File: src/rtl/program_counter_pkg.sv
// program_counter_pkg: shared definitions for the program counter slice.
//   PC_DEFAULT_WIDTH : default count width.
//   pc_next()        : next-count rule, priority rst > load > increment,
//                      evaluated on 32-bit operands. The caller truncates the
//                      result to its own width, which gives the mod-2^W wrap.
package program_counter_pkg;

  localparam int PC_DEFAULT_WIDTH = 4;

  function automatic logic [31:0] pc_next(input logic [31:0] cur,
                                          input logic [31:0] in,
                                          input logic        load,
                                          input logic        rst);
    logic [31:0] nxt;
    if (rst)       nxt = '0;
    else if (load) nxt = in;
    else           nxt = cur + 32'd1;
    return nxt;
  endfunction

endpackage

File: src/rtl/program_counter_incrementer.sv
// pc_incrementer: combinational BIT_WIDTH-bit +1 adder.
// Ports:
//   a     : value to increment
//   sum   : a + 1 (mod 2^BIT_WIDTH)
//   carry : high when a is all-ones, i.e. the increment wraps to zero
module pc_incrementer
  import program_counter_pkg::*;
#(
  parameter int BIT_WIDTH = PC_DEFAULT_WIDTH
) (
  input  logic [BIT_WIDTH-1:0] a,
  output logic [BIT_WIDTH-1:0] sum,
  output logic                 carry
);

  assign {carry, sum} = {1'b0, a} + {{BIT_WIDTH{1'b0}}, 1'b1};

endmodule

File: src/rtl/program_counter.sv
// program_counter: binary up-counter with synchronous parallel load, used as
// the processor's program counter.
// Ports:
//   clk  : system clock, rising-edge active
//   rst  : synchronous active-high reset, clears the count
//   in   : parallel load value (jump/branch target)
//   load : synchronous load strobe, active-high
//   out  : current count, driven straight from the register
//   ovf  : (only with PROGRAM_COUNTER_OVF_EN) one-cycle registered pulse in the
//          cycle where out wrapped from all-ones to zero by incrementing
// Priority on each rising edge: rst > load > increment.
// Optional build macro: PROGRAM_COUNTER_OVF_EN adds the ovf output.
module program_counter
  import program_counter_pkg::*;
#(
  parameter int BIT_WIDTH = PC_DEFAULT_WIDTH
) (
  input  logic                 clk,
  input  logic                 rst,
  input  logic [BIT_WIDTH-1:0] in,
  input  logic                 load,
`ifdef PROGRAM_COUNTER_OVF_EN
  output logic [BIT_WIDTH-1:0] out,
  output logic                 ovf
`else
  output logic [BIT_WIDTH-1:0] out
`endif
);

  logic [BIT_WIDTH-1:0] cnt;
  logic [BIT_WIDTH-1:0] cnt_inc;
  logic                 inc_carry;
  logic [BIT_WIDTH-1:0] cnt_d;

  pc_incrementer #(
    .BIT_WIDTH (BIT_WIDTH)
  ) u_inc (
    .a     (cnt),
    .sum   (cnt_inc),
    .carry (inc_carry)
  );

  always_comb begin
    cnt_d = cnt_inc;
    if (rst)       cnt_d = '0;
    else if (load) cnt_d = in;
  end

  always_ff @(posedge clk) begin
    cnt <= cnt_d;
  end

  assign out = cnt;

`ifdef PROGRAM_COUNTER_OVF_EN
  // Pulse only on a genuine increment wrap; a load of zero must not set it.
  logic ovf_q;

  always_ff @(posedge clk) begin
    if (rst) ovf_q <= 1'b0;
    else     ovf_q <= ~load & inc_carry;
  end

  assign ovf = ovf_q;
`else
  logic unused_carry;
  assign unused_carry = inc_carry;
`endif

endmodule

File: config.mk
export PLATFORM = sky130hd
export DESIGN_NAME = program_counter
export DESIGN_NICKNAME = d
export VERILOG_FILES = /design/src/rtl/program_counter_pkg.sv /design/src/rtl/program_counter_incrementer.sv /design/src/rtl/program_counter.sv
export SDC_FILE = /design/constraint.sdc
export NUM_CORES = 1
export LEC_CHECK = 0
export BUFFER_PORTS_ARGS = -buffer_cell sky130_fd_sc_hd__buf_2
export CAP_MARGIN = 20
export CORE_AREA = 2 2 39 41
export CTS_CLUSTER_DIAMETER = 80
export DETAILED_ROUTE_END_ITERATION = 12
export DIE_AREA = 0 0 41 43
export PLACE_DENSITY_LB_ADDON = 0.12
export SYNTH_ARGS = -nofsm -noshare
export SYNTH_HDL_FRONTEND = slang
export SYNTH_SLANG_ARGS = --single-unit
File: constraint.sdc
create_clock -name clk -period 1.08 [get_ports clk]
set_input_delay 0 -clock clk [delete_from_list [all_inputs] [get_ports clk]]
set_output_delay 0 -clock clk [all_outputs]
set_load 0.1 [all_outputs]
==> metrics.sh <==
SYN_INST=18
SYN_NETS=26
LIBRARY_CELL_OCCUPYING_THE_MOST_AREA_IN_THE_POST_SYNTHESIS_NETLIST='sky130_fd_sc_hd__dfxtp_1'
CLK_PATH_BUF_DEPTH=2
WORSTPATHMAXFANOUT=3
DETAIL_ROUTE.ITER0.VIOLATIONS=3
POSTROUTEANTENNANETS=0
CRITPATHBUFINV=1
MULTIINPUTGATEAREA_UM2=105
PERIOD_SHARE_PCT=91.4
DR.PASS1.ITERS=2
YOSYSWARNINGCOUNT=0
SYNTH-MAIN-FF-CELL='sky130_fd_sc_hd__dfxtp_1'
WORST_PATH_LARGEST_CELL_DELAY_NS=0.42
ROUTE.DETAILED.DRC=0
LAYOUT_SETUP_WS_NS=0.0927
ANTENNA_CELLS_INSERTED=0
POST_CTS_BUFFERS=0
INITIAL_CORE_UTIL_PCT=13.7
SLEW-LIMIT-HEADROOM_PCT=67.9
FILLCELLCOUNT=161
ARRIVAL_NS=0.99
CRITICAL-PATH-SLOWEST-CELL='sky130_fd_sc_hd__buf_2'
CP_CELL_SEQUENCE='buf_2'
FINALMAXSLEWVIOLATIONS=0
END_KIND='primary output'
OUTCOME='completed'
TRITONCTS='built'
VIA_PER_INST=3.94
TOP_LEVEL_PORTS=11
GRT_MAX_DEGREE=8
POWER_LEAKAGE_nW=0.152
MIN_PATH_TYPE='in2reg'
TIMING.SETUP.CRITICAL_PATH_CLASS='reg2out'
ANTENNA_FOUND_INITIAL=0
SYNTH-ASYNC-RESET-RATIO_PCT=0
SYNTH_ENABLE_FLOP_CELLS=0
SYNTH.FF_LATCH_COUNT=4
TOTAL_ROUTED_WIRELENGTH_UM=471
FINAL_HOLD_FAILS=0
POSTSYNTHAREAPERCELL_UM2=10.5
FF_LATCH_AREA_UM2=95.1
ROW_COUNT=14
DP_CELLS=44
CAP_VIOLATIONS=0
NUMCTSBUFFERS=3
MINIMUM_SETUP_SLACK_AMONG_REG_TO_REG_PATHS_NS=0.11
LARGEST_REGISTER_FF_COUNT=4
DIE_WIDTH_UM=41
CTS.ROOT.BUFFER_CELL='sky130_fd_sc_hd__clkbuf_4'
POWER.DENSITY_CELL_AREA_mW_PER_MM2=1530
TIMING.FMAX_MHz=1010
SYNTHTOPCELLSBYAREA='sky130_fd_sc_hd__dfxtp_1, sky130_fd_sc_hd__nor2b_1, sky130_fd_sc_hd__a2111oi_2, sky130_fd_sc_hd__a211oi_1, sky130_fd_sc_hd__ha_1'
SETUP.WORST_PATH.START_CLASS='flop'
POST_SYNTH_NUM_CELL_TYPES=11
FIN_WORST_SKEW_NS=0.00147
CLKSLEWWORSTSETUPHOLDPATHS_NS=0.04
TIMING.CRITICAL_PATH.MAX_DELAY_FAMILY='buffers and inverters'
SYNTHESIS.AREA_UM2=189
RSZ0062_AT_GRT='false'
TIGHTESTPINTRANSITION_NS=0.485
FINAL_WEIGHTED_CONGESTION_IN_ROUTABILITY_DRIVEN_PLACEMENT=0.666
PLACE_WS_NS=0.0697
GRT_FIRST_PASS_WIRELENGTH_UM=834
DRIVE_ABOVE_1_SHARE_PCT=56.3
REQ_TIME_CRIT_PATH_NS=1.08
CLOCK_INSERTION_DELAY_AT_THE_LATER_PIN_OF_THE_SKEW_REPORT_NS=0.23
OVERFLOW=0
FINAL_NET_COUNT=42
GRT.TOTAL_USAGE_PCT=7.75
POST_CTS_RESIZED=0
FIN_CELLS=48
YOSYSSEQAREASHARE_PCT=42.4
CHIPHEIGHT_UM=43
SYNTH_TOP_AREA_SHARE_PCT=42.4
DP.FINAL_HPWL_UM=373
TIMING.FINAL.SETUP_VIOLATIONS=0
WORST_HOLD_SLACK_NS=0.00231
CLOCK_SINK_COUNT=4
AREA_GROWTH_PCT=86.1
FLOORPLAN.DIE_AREA_MM2=0.00176
FINALCRITICALPERIOD_NS=0.987
IR_WORST_VDD_uV=597
PLACE.PORT_BUFFERS=10
FIRST_GLOBAL_VIAS=200
HTREEDEPTH=1
SYNTH_TOP_CELLS_BY_COUNT='sky130_fd_sc_hd__dfxtp_1, sky130_fd_sc_hd__nor2b_1, sky130_fd_sc_hd__a211oi_1'
ROUTE.VIAS.TOTAL=189
ROUTEDWLPERCELL_UM=9.81
DESIGN.CORE.AREA_MM2=0.00138
kinds of logic (layout without fill, tap and decap cells):
| kind of cell | count (synthesis) | after routing | share of synthesized area, % |
|---|---|---|---|
| buffers and inverters | 1 | 15 | 1.98 |
| adders and majority gates | 1 | 1 | 6.62 |
| and+or+nand+nor | 6 | 6 | 18.5 |
| xor gates and xnor gates | 1 | 1 | 4.64 |
| DFF | 4 | 4 | 42.4 |
| AOI/OAI and AO/OA | 4 | 4 | 20.5 |
| muxes | 1 | 1 | 5.30 |
report_power, final:
part           switching, mW  total (mW)  internal [mW]
Clock                 0.0583       0.182          0.124
Combinational          0.112       0.176         0.0645
Sequential            0.0178       0.178          0.160
cells in the final DEF, fill, tap and decap left out:
cell,count
sky130_fd_sc_hd__buf_2,7
sky130_fd_sc_hd__xnor2_1,1
sky130_fd_sc_hd__a211oi_1,2
sky130_fd_sc_hd__a2111oi_2,1
sky130_fd_sc_hd__and3_1,1
sky130_fd_sc_hd__mux2i_1,1
sky130_fd_sc_hd__dlygate4sd3_1,1
sky130_fd_sc_hd__inv_1,1
sky130_fd_sc_hd__dfxtp_4,4
sky130_fd_sc_hd__buf_12,3
sky130_fd_sc_hd__clkbuf_4,3
sky130_fd_sc_hd__a311oi_1,1
sky130_fd_sc_hd__ha_1,1
sky130_fd_sc_hd__nor2_1,1
sky130_fd_sc_hd__nor2b_1,4
final timing paths:
path,to,depth (start not counted),start
worst min-delay path,out[1],3,in[1]
worst min register to register,out[0],1,out[0]
worst max-delay path,out[3],1,out[3]
worst max register to register,out[2],3,out[0]
stage by stage:
stage	setup TNS, ns	cell area [um^2]	total power, mW	util, %
4_1_cts	0	352	0.550	25.4
2_1_floorplan	-0.0126	204	0.288	-
6_report	0	352	0.536	25.4
3_3_place_gp	0	319	0.354	23.1
5_1_grt	0	352	0.573	25.4
3_5_place_dp	0	319	0.355	23.1
timing repair:
action / in CTS / in global routing
hold buffers: 1 / 0
setup endpoints to repair: 0 / 1
hold endpoints to repair: 4 / 0
final cells by class:
class	count	area share, %
timing repair buffer	11	29.9
inverter	1	1.07
clock buffer	3	6.41
multi-input combinational	13	29.9
tap	16	5.69
sequential	4	27.0
routing by layer:
layer | share of wire [%] | GRT usage (%) | vias to the layer above
met5 | 0 | 0 | -
met4 | 1.3 | 8.00 | 0
met3 | 11 | 4.71 | 2
met2 | 46 | 8.44 | 10
met1 | 41 | 9.39 | 83
li1 | - | - | 94
No activity file was read; power rests on OpenSTA's default activity.
